## config.mk

```make
export PLATFORM = sky130hd
export DESIGN_NAME = ufm_i2c_ctrl_flat
export DESIGN_NICKNAME = d
export VERILOG_FILES = /design/src/rtl/ufm_i2c_ctrl_if.sv /design/src/rtl/ufm_i2c_ctrl.sv /design/src/flat_wrapper.sv
export SDC_FILE = /design/constraint.sdc
export NUM_CORES = 1
export LEC_CHECK = 0
export CAP_MARGIN = 0
export CORE_AREA = 2 2 71 73
export CTS_CLUSTER_DIAMETER = 120
export CTS_CLUSTER_SIZE = 25
export DETAILED_ROUTE_END_ITERATION = 8
export DIE_AREA = 0 0 73 75
export GPL_TIMING_DRIVEN = 0
export PLACE_DENSITY_LB_ADDON = 0.12
export SYNTH_ARGS = -nofsm -noshare
export SYNTH_HDL_FRONTEND = slang
export SYNTH_SLANG_ARGS = --single-unit
```

## constraint.sdc

```tcl
create_clock -name clk -period 2.97 [get_ports clk]
set_input_delay 0.297 -clock clk [delete_from_list [all_inputs] [get_ports clk]]
set_output_delay 0.297 -clock clk [all_outputs]
set_load 0.005 [all_outputs]
```

## src/rtl/ufm_i2c_ctrl_if.sv

```systemverilog
// Bus and CPU-side signals of the UFM I2C slave sequencer.
interface ufm_i2c_ctrl_if;
  logic       scl_in;
  logic       sda_in;
  logic       sda_out;
  logic [7:0] rx_data;
  logic       rx_valid;
  logic [7:0] tx_data;
  logic       tx_req;
  logic       busy;
  logic       stop_det;

  modport slave (
    input  scl_in, sda_in, tx_data,
    output sda_out, rx_data, rx_valid, tx_req, busy, stop_det
  );
  modport master (
    output scl_in, sda_in, tx_data,
    input  sda_out, rx_data, rx_valid, tx_req, busy, stop_det
  );
endinterface

```

## src/rtl/ufm_i2c_ctrl.sv

```systemverilog
// Byte-level I2C slave: START/STOP detect, address match, write/read byte
// sequencing, single registered open-drain SDA drive shared by ACK and read data.
module ufm_i2c_ctrl #(
  parameter logic [6:0] SLAVE_ADDR = 7'h50
) (
  input  logic          clk,
  input  logic          rst_n,
  ufm_i2c_ctrl_if.slave bus
);
  typedef enum logic [2:0] {
    IDLE, ADDR, ADDR_ACK, WR_DATA, WR_ACK, RD_DATA, RD_ACK
  } state_t;

  state_t     state, state_nx;
  logic [2:0] bit_cnt, bit_cnt_nx;
  logic [7:0] shreg, shreg_nx, rx_nx;
  logic       rw, rw_nx, mack, mack_nx, armed, armed_nx;
  logic       sda_nx, busy_nx, rxv_nx, txr_nx, stop_nx;
  logic       scl_d, sda_d;
  logic       rise, fall, start, stop;

  assign rise  = ~scl_d & bus.scl_in;
  assign fall  = scl_d & ~bus.scl_in;
  assign start = scl_d & bus.scl_in & sda_d & ~bus.sda_in;
  assign stop  = scl_d & bus.scl_in & ~sda_d & bus.sda_in;

  always_ff @(posedge clk or negedge rst_n) begin
    if (!rst_n) begin
      state        <= IDLE;
      bit_cnt      <= 3'd7;
      shreg        <= '0;
      rw           <= 1'b0;
      mack         <= 1'b0;
      armed        <= 1'b0;
      scl_d        <= 1'b1;
      sda_d        <= 1'b1;
      bus.sda_out  <= 1'b1;
      bus.rx_data  <= '0;
      bus.rx_valid <= 1'b0;
      bus.tx_req   <= 1'b0;
      bus.busy     <= 1'b0;
      bus.stop_det <= 1'b0;
    end else begin
      state        <= state_nx;
      bit_cnt      <= bit_cnt_nx;
      shreg        <= shreg_nx;
      rw           <= rw_nx;
      mack         <= mack_nx;
      armed        <= armed_nx;
      scl_d        <= bus.scl_in;
      sda_d        <= bus.sda_in;
      bus.sda_out  <= sda_nx;
      bus.rx_data  <= rx_nx;
      bus.rx_valid <= rxv_nx;
      bus.tx_req   <= txr_nx;
      bus.busy     <= busy_nx;
      bus.stop_det <= stop_nx;
    end
  end

  always_comb begin
    state_nx   = state;
    bit_cnt_nx = bit_cnt;
    shreg_nx   = shreg;
    rw_nx      = rw;
    mack_nx    = mack;
    armed_nx   = armed;
    sda_nx     = bus.sda_out;
    busy_nx    = bus.busy;
    rx_nx      = bus.rx_data;
    rxv_nx     = 1'b0;
    txr_nx     = 1'b0;
    stop_nx    = 1'b0;
    if (stop) begin
      state_nx = IDLE;
      sda_nx   = 1'b1;
      busy_nx  = 1'b0;
      stop_nx  = bus.busy;
    end else if (start) begin
      state_nx   = ADDR;
      bit_cnt_nx = 3'd7;
      sda_nx     = 1'b1;
      armed_nx   = 1'b0;
    end else begin
      unique case (state)
        IDLE: begin
        end
        // The SCL fall that completes START is not a bit boundary; count
        // falls only once the first address bit has been clocked in.
        ADDR: begin
          if (rise) begin
            shreg_nx = {shreg[6:0], bus.sda_in};
            armed_nx = 1'b1;
          end else if (fall && armed) begin
            if (bit_cnt != 3'd0) begin
              bit_cnt_nx = bit_cnt - 3'd1;
            end else if (shreg[7:1] == SLAVE_ADDR) begin
              rw_nx      = shreg[0];
              sda_nx     = 1'b0;
              busy_nx    = 1'b1;
              bit_cnt_nx = 3'd7;
              state_nx   = ADDR_ACK;
            end else begin
              sda_nx   = 1'b1;
              busy_nx  = 1'b0;
              state_nx = IDLE;
            end
          end
        end
        ADDR_ACK: begin
          if (fall) begin
            bit_cnt_nx = 3'd7;
            if (rw) begin
              txr_nx   = 1'b1;
              shreg_nx = bus.tx_data;
              sda_nx   = bus.tx_data[7];
              state_nx = RD_DATA;
            end else begin
              sda_nx   = 1'b1;
              state_nx = WR_DATA;
            end
          end
        end
        WR_DATA: begin
          if (rise) begin
            shreg_nx = {shreg[6:0], bus.sda_in};
          end else if (fall) begin
            if (bit_cnt != 3'd0) begin
              bit_cnt_nx = bit_cnt - 3'd1;
            end else begin
              rx_nx    = shreg;
              rxv_nx   = 1'b1;
              sda_nx   = 1'b0;
              state_nx = WR_ACK;
            end
          end
        end
        WR_ACK: begin
          if (fall) begin
            sda_nx     = 1'b1;
            bit_cnt_nx = 3'd7;
            state_nx   = WR_DATA;
          end
        end
        RD_DATA: begin
          if (fall) begin
            if (bit_cnt != 3'd0) begin
              shreg_nx   = {shreg[6:0], 1'b0};
              sda_nx     = shreg[6];
              bit_cnt_nx = bit_cnt - 3'd1;
            end else begin
              sda_nx   = 1'b1;
              state_nx = RD_ACK;
            end
          end
        end
        RD_ACK: begin
          if (rise) begin
            mack_nx = ~bus.sda_in;
          end else if (fall) begin
            if (mack) begin
              txr_nx     = 1'b1;
              shreg_nx   = bus.tx_data;
              sda_nx     = bus.tx_data[7];
              bit_cnt_nx = 3'd7;
              state_nx   = RD_DATA;
            end else begin
              busy_nx  = 1'b0;
              state_nx = IDLE;
            end
          end
        end
        default: state_nx = IDLE;
      endcase
    end
  end
endmodule

```

## src/flat_wrapper.sv

```systemverilog
// flat-port wrapper written by rule: the top's interface ports become plain ports
module ufm_i2c_ctrl_flat 
#(
  parameter logic [6:0] SLAVE_ADDR = 7'h50
)
  (clk, rst_n, bus_scl_in, bus_sda_in, bus_tx_data, bus_sda_out, bus_rx_data, bus_rx_valid, bus_tx_req, bus_busy, bus_stop_det);
  ufm_i2c_ctrl_if bus_i ();
  input  logic clk;
  input  logic rst_n;
  input wire logic [$bits(bus_i.scl_in)-1:0] bus_scl_in;
  input wire logic [$bits(bus_i.sda_in)-1:0] bus_sda_in;
  input wire logic [$bits(bus_i.tx_data)-1:0] bus_tx_data;
  output wire logic [$bits(bus_i.sda_out)-1:0] bus_sda_out;
  output wire logic [$bits(bus_i.rx_data)-1:0] bus_rx_data;
  output wire logic [$bits(bus_i.rx_valid)-1:0] bus_rx_valid;
  output wire logic [$bits(bus_i.tx_req)-1:0] bus_tx_req;
  output wire logic [$bits(bus_i.busy)-1:0] bus_busy;
  output wire logic [$bits(bus_i.stop_det)-1:0] bus_stop_det;
  assign bus_i.scl_in = bus_scl_in;
  assign bus_i.sda_in = bus_sda_in;
  assign bus_i.tx_data = bus_tx_data;
  assign bus_sda_out = bus_i.sda_out;
  assign bus_rx_data = bus_i.rx_data;
  assign bus_rx_valid = bus_i.rx_valid;
  assign bus_tx_req = bus_i.tx_req;
  assign bus_busy = bus_i.busy;
  assign bus_stop_det = bus_i.stop_det;
  ufm_i2c_ctrl #(.SLAVE_ADDR(SLAVE_ADDR)) u_core (.clk(clk), .rst_n(rst_n), .bus(bus_i));
endmodule
```

==> qor.yml, run 1 <==
clk_pin_slew_ps: 70
synth_edf_count: 0
holdWs_ps: 57.5
power_density_mw_per_mm2: 889
coreArea_sq_mm: 0.00466
clock-sinks: 32
clock-root-buffer: "clkbuf_8"
hold_buffers: 0
ant_nets: 0
crit_chain: "inv_1 > ha_1 > nor2b_1 > buf_2 > a21boi_0 > o211a_4 > o21ai_2 > mux2_4"
fp.dieH_um: 75
io_pins: 25
crit_fanout: 10
max_cap_violations: 0
fin_tns_setup_ps: 0
syn_inst: 192
synth.distinct_cells: 52
clk_latency_ps: 290
yosysMostFrequentCell: "dfrtp_1"
drive_above_1_share_pct: 26.3
hold_class: "in2async"
critPathRequiredTime_ps: 3140
hold_viol: 0
max_stage_delay_ps: 550
maxSlewHeadroom_pct: 51.9
synth_fp_nets: 206
crit_slowest_cell: "dfstp_2"
async_flop_share_pct: 100
wire_per_inst_um: 17.9
numCtsBuffers: 5
synth_top_area_share_pct: 31.8
dr.pass1.iters: 4
io_buffer_count: 24
routabilityCongestion: 0.909
grt_overflow_total: 0
worstSetupStartpointType: "flop"
nNetsFinal: 237
tightest_slew_ps: 721
cts_htree_levels: 2
synth_common_cells: "dfrtp_1, mux2_2, a21oi_1, o21ai_0, mux2_4"
slew_viol_final: 0
drt_iter0_drc: 151
skew_ps: 7.30
cp-end-kind: "flop"
grt_pass1_vias: 1847
crit_type: "reg2reg"
ys_seq_elements: 32
max_freq_mhz: 480
ys_seq_area_share_pct: 39.5
outcome: "completed"
crit_family: "flip-flops"
cts_tree: "done"
rsz0062_at_grt: "no"
antenna_cells: 0
area_growth_syn_to_layout_pct: 20.3
dpl.hpwl_um: 3590
rows: 25
worstPathArrival_ps: 2260
grt_max_degree: 33
synth_area_leaders: "dfrtp_1, mux2_2, dfstp_2"
synth_area_leader_cell: "dfrtp_1"
p_leak_nw: 1.06
track_usage_pct: 20.7
ys_warn_count: 0
die_w_um: 73
num_vias: 1641
drt-total-wl_um: 4980
syn_avg_cell_area_sq_um: 10.6
antenna_found_initial: 0
crit_buf_inv: 2
period_minus_slack_ps: 2080
ys.flop_type: "dfrtp_1"
post_cts_buffers: 0
fin_crit_sh_pct: 70.1
drc: 0
initial_core_util_pct: 43.9
ctsResizeCount: 0
vias_per_cell: 5.90
grt_pass1_wl_um: 8540
vdd_drop_max_mv: 0.469
cts_buffer_depth: 2
die_area_sq_mm: 0.00548
synth_area_sq_mm: 0.00204
setup_viol: 0
## cell families (layout without fill, tap and decap cells)
family | after synthesis | in the layout | share of synthesized area, %
muxes | 28 | 28 | 16.8
and+or+nand+nor | 60 | 60 | 19.5
buffers and inverters | 17 | 49 | 5.08
AOI/OAI and AO/OA | 52 | 52 | 17.4
xor gates and xnor gates | 1 | 1 | 0.428
adders and majority gates | 2 | 2 | 1.22
DFF | 32 | 32 | 39.5
## per-stage QoR
stage | total power, W | worst slack [ps] | instances | util (%) | area (sq um)
floorplan | 0.00150 | 1030 | 192 | - | 2040
global placement | 0.00174 | 688 | 270 | 50.5 | 2350
detailed placement | 0.00176 | 676 | 270 | 50.4 | 2350
CTS | 0.00219 | 882 | 278 | 52.8 | 2460
global route | 0.00234 | 789 | 278 | 52.8 | 2460
finish | 0.00219 | 888 | 278 | 52.8 | 2460
## state kept, by name, indices dropped and copies added, names as in the netlist, 3 cells and up
name / flops
u_core.bit_cnt: 3
u_core.state: 3
u_core.bus.rx_data: 8
u_core.shreg: 8
## layout by cell type (no fill, tap or decap), types with 6 or more instances in the layout
master	count
dfrtp_1	26
buf_2	6
mux2_2	15
nand2_1	7
nor2_1	7
inv_1	7
mux2_4	9
a21oi_1	14
clkdlybuf4s50_1	23
nor3_1	6
dfstp_2	6
o21ai_0	13
## path summary, 6_finish.rpt
check | to | slack (ps) | cells after the start | startpoint
worst min-delay path | u_core.state[0] | 60 | 1 | rst_n
worst max-delay path | u_core.state[0] | 890 | 8 | u_core.bit_cnt[0]
min in group clk | u_core.bus.rx_data[5] | 510 | 1 | u_core.bus.rx_data[5]
worst max register to register | u_core.state[0] | 890 | 8 | u_core.bit_cnt[0]
worst min register to register | u_core.bus.rx_data[5] | 510 | 1 | u_core.bus.rx_data[5]
max in group asynchronous | u_core.shreg[1] | 2450 | 1 | rst_n
## metal layers
| layer | GRT usage, % | vias to the layer above | wire length (um) |
|---|---|---|---|
| met5 | 0 | - | 0 |
| met4 | 8.64 | 0 | 56 |
| met3 | 4.28 | 6 | 225 |
| met2 | 36.0 | 45 | 2540 |
| met1 | 25.0 | 816 | 2160 |
| li1 | - | 774 | - |
## where the power goes
| group | leakage [nW] | internal (W) | switching, W |
|---|---|---|---|
| Sequential | 0.400 | 0.000570 | 0.000115 |
| Clock | 0.0541 | 0.000248 | 0.000175 |
| Combinational | 0.606 | 0.000522 | 0.000555 |
## final cells by class
cell class / instances / area, sq um
Sequential cell: 32 / 808
Timing Repair Buffer: 24 / 235
Clock inverter: 3 / 42.5
Inverter: 7 / 26.3
Fill cell: 421 / 2200
Clock buffer: 5 / 68.8
Tap cell: 54 / 67.6
Buffer: 10 / 77.6
Multi-Input combinational cell: 143 / 1130
Power figures use the tool's default switching activity.
==> run 2: changes to the inputs <==
==> constraint.sdc (replaced) <==
create_clock -name clk -period 2.09 [get_ports clk]
set_input_delay 0.209 -clock clk [delete_from_list [all_inputs] [get_ports clk]]
set_output_delay 0.209 -clock clk [all_outputs]
set_load 0.005 [all_outputs]
==> run 2 against run 1 <==
The run now ends with negative hold slack left. Via count grew 2.6%. Register-to-register slack lost 820 ps. Sequential cell count is the same. Combinational power grew 45%. Final cell count grew 2.2%. Critical path depth shrank 1. Global-route usage is the same. Worst hold slack lost 83 ps. Utilization grew 1.3 points. Fmax grew 2.7%.
==> qor.yml, run 2 (synthesis gave the netlist of run 1 again) <==
grt_pass1_wl_um: 8540  # unchanged
worstPathArrival_ps: 2190  # was 2260 ps
fin_crit_sh_pct: 97.0  # was 70.1%
drive_above_1_share_pct: 29.1  # was 26.3%
period_minus_slack_ps: 2030  # was 2080 ps
hold_class: "in2async"  # unchanged
max_cap_violations: 0  # unchanged
rows: 25  # unchanged
hold_buffers: 0  # unchanged
nNetsFinal: 243  # was 237
placedCellCount: 270  # unchanged
area_growth_syn_to_layout_pct: 23.2  # was 20.3%
clk_latency_ps: 290  # about the same
drt-total-wl_um: 5090  # was 4980 um
grt_max_degree: 33  # unchanged
routabilityCongestion: 0.909  # unchanged
p_leak_nw: 1.09  # was 1.06 nW
setup_ws_ps: 63.2  # was 888 ps
fill_cells: 422  # was 421
holdWs_ps: -25.2  # was 57.5 ps
mostFrequentLayoutCell: "dfrtp_1"  # unchanged
design_area_sq_mm: 0.00252  # was 0.00246 sq mm
crit_fanout: 8  # was 10
skew_ps: 7.60  # was 7.30 ps
track_usage_pct: 20.7  # unchanged
drc: 0  # unchanged
die_area_sq_mm: 0.00548  # unchanged
finalNonFillerCells: 284  # was 278
cts_buffer_depth: 2  # unchanged
numCtsBuffers: 5  # unchanged
rsz0062_at_grt: "no"  # unchanged
grt_pass1_vias: 1847  # unchanged
cts_htree_levels: 2  # unchanged
io_buffer_count: 24  # unchanged
placed_cell_area_sq_mm: 0.00235  # unchanged
reg_top3: "u_core.bus.rx_data x8, u_core.shreg x8"  # unchanged
ff2ff_setup_slack_ps: 60  # was 890 ps
dr.pass1.iters: 4  # unchanged
hold_viol: 26  # was 0
critPathRequiredTime_ps: 2260  # was 3140 ps
power_density_mw_per_mm2: 1250  # was 889 mW/mm^2
cts_tree: "done"  # unchanged
antenna_cells: 0  # unchanged
slew_viol_final: 0  # unchanged
clk_pin_slew_ps: 80  # was 70 ps
outcome: "finished with violations"  # was completed
violations: "negative hold slack"
coreArea_sq_mm: 0.00466  # unchanged
tightest_slew_ps: 734  # was 721 ps
wire_per_inst_um: 17.9  # about the same
clock-root-buffer: "clkbuf_8"  # unchanged
dpl_worst_slack_ps: -116  # was 676 ps
antenna_found_initial: 0  # unchanged
io_pins: 25  # unchanged
die_w_um: 73  # unchanged
worstSetupStartpointType: "flop"  # unchanged
vias_per_cell: 5.93  # was 5.90
final_cell_mix: "dfrtp_1, clkdlybuf4s50_1, mux2_2"  # unchanged
max_freq_mhz: 493  # was 480 MHz
maxSlewHeadroom_pct: 51.1  # was 51.9%
vdd_drop_max_mv: 0.703  # was 0.469 mV
grt_overflow_total: 0  # unchanged
ant_nets: 0  # unchanged
cp-end-kind: "flop"  # unchanged
crit_type: "reg2reg"  # unchanged
num_vias: 1684  # was 1,641
drt_iter0_drc: 164  # was 151
dpl.hpwl_um: 3590  # unchanged
setup_viol: 0  # unchanged
clock-sinks: 32  # unchanged
initial_core_util_pct: 43.9  # unchanged
fp.dieH_um: 75  # unchanged
==> run 2: cell type report <==
cell class	instances	area [sq um]	share of cell area, %
buffer	10	83.8	3.33
clock buffer	5	68.8	2.73
clock inverter	3	42.5	1.69
inverter	7	26.3	1.04
multi-input combinational	143	1140	45.4
sequential	32	808	32.1
tap	54	67.6	2.68
timing repair buffer	30	278	11.0
==> run 2: critical path: stages, from the launching register on <==
cell      delay, ps
dfstp_2         530
inv_1            50
ha_1            200
nor2b_4         140
buf_6           130
o311ai_4        300
nand3_4         210
mux2_4          340
==> run 2: power breakdown <==
part           leakage [nW]  internal, W  switching [W]  total, W
clock network        0.0541     0.000353       0.000249  0.000601
registers             0.400     0.000809       0.000163  0.000973
logic                 0.638     0.000768       0.000799   0.00157
total                  1.09      0.00193        0.00121   0.00314
==> run 2: what timing repair did <==
item / 4_1_cts / 5_1_grt
buffers inserted: 0 / 5
endpoints found under the setup margin: 0 / 18
resized for setup: 0 / 6
==> run 2: per-layer routing <==
layer,part of all wire (%),global-route usage (%),vias to the layer above,routed length (um)
li1,-,-,784,-
met1,44,25.0,844,2240
met2,50,36.0,48,2570
met3,4.4,4.28,8,226
met4,1.1,8.64,0,56
met5,0,0,-,0
==> run 2: final timing paths <==
path,from,endpoint,depth (start not counted)
max,u_core.bit_cnt[0],u_core.shreg[3],7
min,rst_n,u_core.state[0],1
max reg2reg,u_core.bit_cnt[0],u_core.shreg[3],7
min reg2reg,u_core.bus.rx_data[5],u_core.bus.rx_data[5],1
max in group asynchronous,rst_n,u_core.shreg[1],1
min in group clk,bus_scl_in,u_core.scl_d,1
==> run 2: metrics by stage <==
stage                     utilization (%)  total power, W  setup TNS (ps)  hold WS [ps]
after global placement               50.5         0.00248            -712           489
after global routing                 54.0         0.00336               0          33.1
after CTS                            52.8         0.00311               0          10.4
final                                54.0         0.00314               0         -25.2
after floorplan                         -         0.00214               0         -86.6
after detailed placement             50.4         0.00250            -855           323
==> run 3: changes to the inputs <==
--- a/config.mk
+++ b/config.mk
@@ -12,6 +12,7 @@
 export DETAILED_ROUTE_END_ITERATION = 8
 export DIE_AREA = 0 0 73 75
 export GPL_TIMING_DRIVEN = 0
+export HOLD_SLACK_MARGIN = 0.08
 export PLACE_DENSITY_LB_ADDON = 0.12
 export SYNTH_ARGS = -nofsm -noshare
 export SYNTH_HDL_FRONTEND = slang
==> run 3 against run 2 <==
The flow now finishes without violations. Utilization rose by 0.21 points. Sequential power is essentially flat. Non-clock buffer count rose by 1. Design area increased by 0.40%. Critical path depth did not move. First-iteration DRC count decreased by 5.5%. Worst setup slack gained 0.57 ps. Combinational power about the same. Die area is the same. Sequential share of layout area is 0.13 points lower. Clock skew hardly changed. Critical path type unchanged. Critical endpoint unchanged.
==> qor.yml, run 3 (synthesis gave the netlist of run 1 again) <==
cts_htree_levels: 2  # unchanged
ant_nets: 0  # unchanged
critPathRequiredTime_ps: 2260  # about the same
setup_viol: 0  # unchanged
die_area_sq_mm: 0.00548  # unchanged
drc: 0  # unchanged
utilization_pct: 54.3  # was 54.0%
grt_pass1_vias: 1847  # unchanged
track_usage_pct: 20.7  # unchanged
clk_latency_ps: 280  # was 290 ps
slew_viol_final: 0  # unchanged
clock-root-buffer: "clkbuf_8"  # unchanged
fp.dieH_um: 75  # unchanged
crit_slowest_cell: "dfstp_2"  # unchanged
fin_tns_setup_ps: 0  # unchanged
reg_top3: "u_core.bus.rx_data x8, u_core.shreg x8"  # unchanged
hold_viol: 0  # was 26
dpl_worst_slack_ps: -116  # unchanged
wire_per_inst_um: 17.8  # was 17.9 um
crit_fanout: 8  # unchanged
area_growth_syn_to_layout_pct: 23.7  # was 23.2%
clk_pin_slew_ps: 80  # about the same
power_density_mw_per_mm2: 1240  # was 1250 mW/mm^2
placed_cell_area_sq_mm: 0.00235  # unchanged
cts_tree: "done"  # unchanged
p_leak_nw: 1.10  # was 1.09 nW
antenna_cells: 0  # unchanged
cp-end-kind: "flop"  # unchanged
final_cell_mix: "dfrtp_1, clkdlybuf4s50_1, mux2_2"  # unchanged
coreArea_sq_mm: 0.00466  # unchanged
rows: 25  # unchanged
met1Wirelength_um: 2200  # was 2240 um
setup_ws_ps: 63.7  # was 63.2 ps
drive_above_1_share_pct: 29.0  # was 29.1%
vias_per_cell: 5.90  # was 5.93
io_pins: 25  # unchanged
dr.pass1.iters: 4  # unchanged
highest_layer: "met4"  # unchanged
worstSetupStartpointType: "flop"  # unchanged
skew_ps: 7.44  # was 7.60 ps
grt_max_degree: 33  # unchanged
route.met3.wl_um: 242  # was 226 um
drt_iter0_drc: 155  # was 164
dpl.hpwl_um: 3590  # unchanged
num_vias: 1681  # was 1,684
antenna_found_initial: 0  # unchanged
initial_core_util_pct: 43.9  # unchanged
die_w_um: 73  # unchanged
vdd_drop_max_mv: 0.703  # about the same
maxSlewHeadroom_pct: 51.8  # was 51.1%
max_stage_delay_ps: 530  # about the same
tightest_slew_ps: 724  # was 734 ps
mostFrequentLayoutCell: "dfrtp_1"  # unchanged
grt_pass1_wl_um: 8540  # unchanged
outcome: "completed"  # was finished with violations
hold_class: "in2reg"  # was in2async
fin_crit_sh_pct: 96.9  # was 97.0%
routabilityCongestion: 0.909  # unchanged
crit_chain: "inv_1 > ha_1 > nor2b_4 > buf_6 > o311ai_4 > nand3_4 > mux2_4"  # unchanged
clock-sinks: 32  # unchanged
worstPathArrival_ps: 2190  # about the same
nNetsFinal: 244  # was 243
period_minus_slack_ps: 2030  # about the same
grt_overflow_total: 0  # unchanged
max_cap_violations: 0  # unchanged
met2_length_um: 2540  # was 2570 um
drt-total-wl_um: 5060  # was 5090 um
fill_cells: 421  # was 422
design_area_sq_mm: 0.00253  # was 0.00252 sq mm
holdWs_ps: 428  # was -25.2 ps
cts_buffer_depth: 2  # unchanged
crit_type: "reg2reg"  # unchanged
io_buffer_count: 24  # unchanged
max_freq_mhz: 494  # was 493 MHz
rsz0062_at_grt: "no"  # unchanged
numCtsBuffers: 5  # unchanged
==> run 3: cell types whose count changed in the layout (fill, tap and decap cells not counted) <==
cell,previous run,this run
dlygate4sd3_1,0,1
==> run 3: report_power, final <==
part           internal [W]  total [W]  leakage, nW  switching, W
Sequential         0.000809   0.000974        0.400      0.000164
Clock              0.000353   0.000601       0.0541      0.000248
Combinational      0.000769    0.00157        0.642      0.000799
Total               0.00193    0.00314         1.10       0.00121
==> run 3: worst max-delay path: cells and delay by family, from the launching register on <==
kind            cells  cell delay (ps)
mux                 1              340
flops               1              530
simple gates        2              350
fa+ha+maj           1              200
compound gates      1              300
buf+inv             2              180
==> run 3: through the flow <==
step / instances / power (W)
6_report: 285 / 0.00314
5_1_grt: 285 / 0.00336
3_3_place_gp: 270 / 0.00248
4_1_cts: 279 / 0.00311
3_5_place_dp: 270 / 0.00250
2_1_floorplan: 192 / 0.00214
==> run 3: repair_timing <==
item                                    in CTS  in global routing
resized for setup                            0                  6
endpoints found under the setup margin       0                 18
buffers inserted                             0                  5
endpoints found under the hold margin       26                  0
hold buffers                                 1                  0
==> run 3: worst paths after layout <==
kind                                             from               endpoint  slack (ps)  cells after the start
worst max-delay path                u_core.bit_cnt[0]        u_core.shreg[3]          60                      7
worst min-delay path                       bus_scl_in           u_core.scl_d         430                      1
worst max register to register      u_core.bit_cnt[0]        u_core.shreg[3]          60                      7
worst min register to register  u_core.bus.rx_data[5]  u_core.bus.rx_data[5]         510                      1
max in group asynchronous                       rst_n        u_core.shreg[1]        1110                      2
min in group asynchronous                       rst_n        u_core.state[0]         510                      2
==> run 3: layout make-up <==
class	instances	area [sq um]	area share (%)
clock buffer	5	68.8	2.72
sequential	32	808	32.0
clock inverter	3	42.5	1.68
timing repair buffer	31	288	11.4
multi-input combinational	143	1140	45.2
buffer	10	83.8	3.32
inverter	7	26.3	1.04
tap	54	67.6	2.67
==> run 3: layer usage <==
| metal | up-vias | global-route usage (%) |
|---|---|---|
| met3 | 11 | 4.28 |
| met5 | - | 0 |
| met1 | 830 | 25.0 |
| met2 | 50 | 36.0 |
| met4 | 0 | 8.64 |
| li1 | 790 | - |
==> patch, RTL diff (settings of run 2) <==
`shreg` no longer has a reset.
--- a/src/rtl/ufm_i2c_ctrl.sv
+++ b/src/rtl/ufm_i2c_ctrl.sv
@@ -28,7 +28,6 @@
     if (!rst_n) begin
       state        <= IDLE;
       bit_cnt      <= 3'd7;
-      shreg        <= '0;
       rw           <= 1'b0;
       mack         <= 1'b0;
       armed        <= 1'b0;
@@ -43,7 +42,6 @@
     end else begin
       state        <= state_nx;
       bit_cnt      <= bit_cnt_nx;
-      shreg        <= shreg_nx;
       rw           <= rw_nx;
       mack         <= mack_nx;
       armed        <= armed_nx;
@@ -56,6 +54,10 @@
       bus.busy     <= busy_nx;
       bus.stop_det <= stop_nx;
     end
+  end
+
+  always_ff @(posedge clk) begin
+    shreg <= shreg_nx;
   end
 
   always_comb begin
Behaviour: same outputs for any inputs over 10 cycles, from zero or initial values and one cycle with rst_n low; that may be too few to reach the edited logic, so the function may still have changed.
==> patch against run 2 <==
Final area fell by 7.7%. Setup slack worse by 0.011 ns. Die area unchanged. Via count down 11%. Wire length shrank 11%. Sequential cell count is the same. Area after synthesis shrank 11%. Global-route usage down 2.2 points. Highest routed layer unchanged.
Power is not compared: it rests on default switching activity, and its combinational part moved more than twofold at a synthesized area within 25%.
==> patch: results (changes against run 2) <==
metric	value	unit	change
Worst Skew	0.01320	ns	was 0.007605 ns
Inverters excl. clock	8		was 7
reg2reg end	u_core.state[0]$_DFFE_PN0P_		was u_core.shreg[3]$_DFFE_PN0P_
met2 wire len	2.180	mm	was 2.568 mm
met3 routed wirelength	275	um	was 226 um
Hold Crit Class	in2reg		was in2async
GR met1 Demand/Resource	0.2286		was 0.2502
post-CTS setup buffer count	1		was 0
share of cells above drive strength 1	0.2836		was 0.2913
FFs w/ async S/R, synth	0.7500		was 1.000
post-synthesis compound-gate area fraction	0.1789		was 0.1738
met3 GRT Util	0.04819		was 0.04284
placed insts	245		was 270
worst hold slack	0.4717	ns	was -0.02517 ns
post_cts resized	4		was 0
Fillers	442		was 422
M1 WL	1.923	mm	was 2.235 mm
status	finished clean		was finished with violations
DR WL/cell	17.67	um	was 17.91 um
bufs w/o clock	32		was 40
sequential area share after synthesis	0.4647		was 0.3953
routability cong.	0.9524		was 0.9091
vias in the first global route	1522		was 1847
non-clk buf share	0.1356		was 0.1436
DPL Wire Length	3.227	mm	was 3.587 mm
GRT Resource Usage Total	0.1852		was 0.2073
synth unique cells	54		was 52
Seq area share	0.3649		was 0.3209
Critical Path AT	2.21	ns	was 2.19 ns
net count after synthesis	181		was 206
First DRT Iteration DRCs	108		was 164
count of multi-input combinational gates	121		was 143
Synth Area in Adders	0.01371		was 0.01224
largest net degree at the start of global routing	25		was 33
crit path max fanout	5		was 8
==> patch: changes by cell type after synthesis, sizes merged, moves of 3 or more <==
cell and change:
o21ai -8, edfxtp +8, dfrtp -8, mux2 -5, nor3b -4, nand4b -3, a21oi -4, buf -4
nor3 -3, nor2 +5
==> patch: metrics by stage <==
step	TNS, ns	power (uW)	setup slack, ns	instance area (um2)
after floorplan	0	1206	0.009461	1831
after global placement	-3.499	1349	-0.2593	2138
after detailed placement	-3.873	1379	-0.2787	2138
after CTS	0	1900	0.01931	2277
after global routing	-0.004136	2039	-0.004136	2325
final	0	1921	0.05205	2325
==> patch: critical path: stages, from the launching register on <==
cell	delay, ns
dfstp_2	0.55
inv_2	0.05
ha_4	0.15
and2b_2	0.23
a32oi_2	0.29
o32ai_4	0.16
nor2_2	0.15
mux2_4	0.31
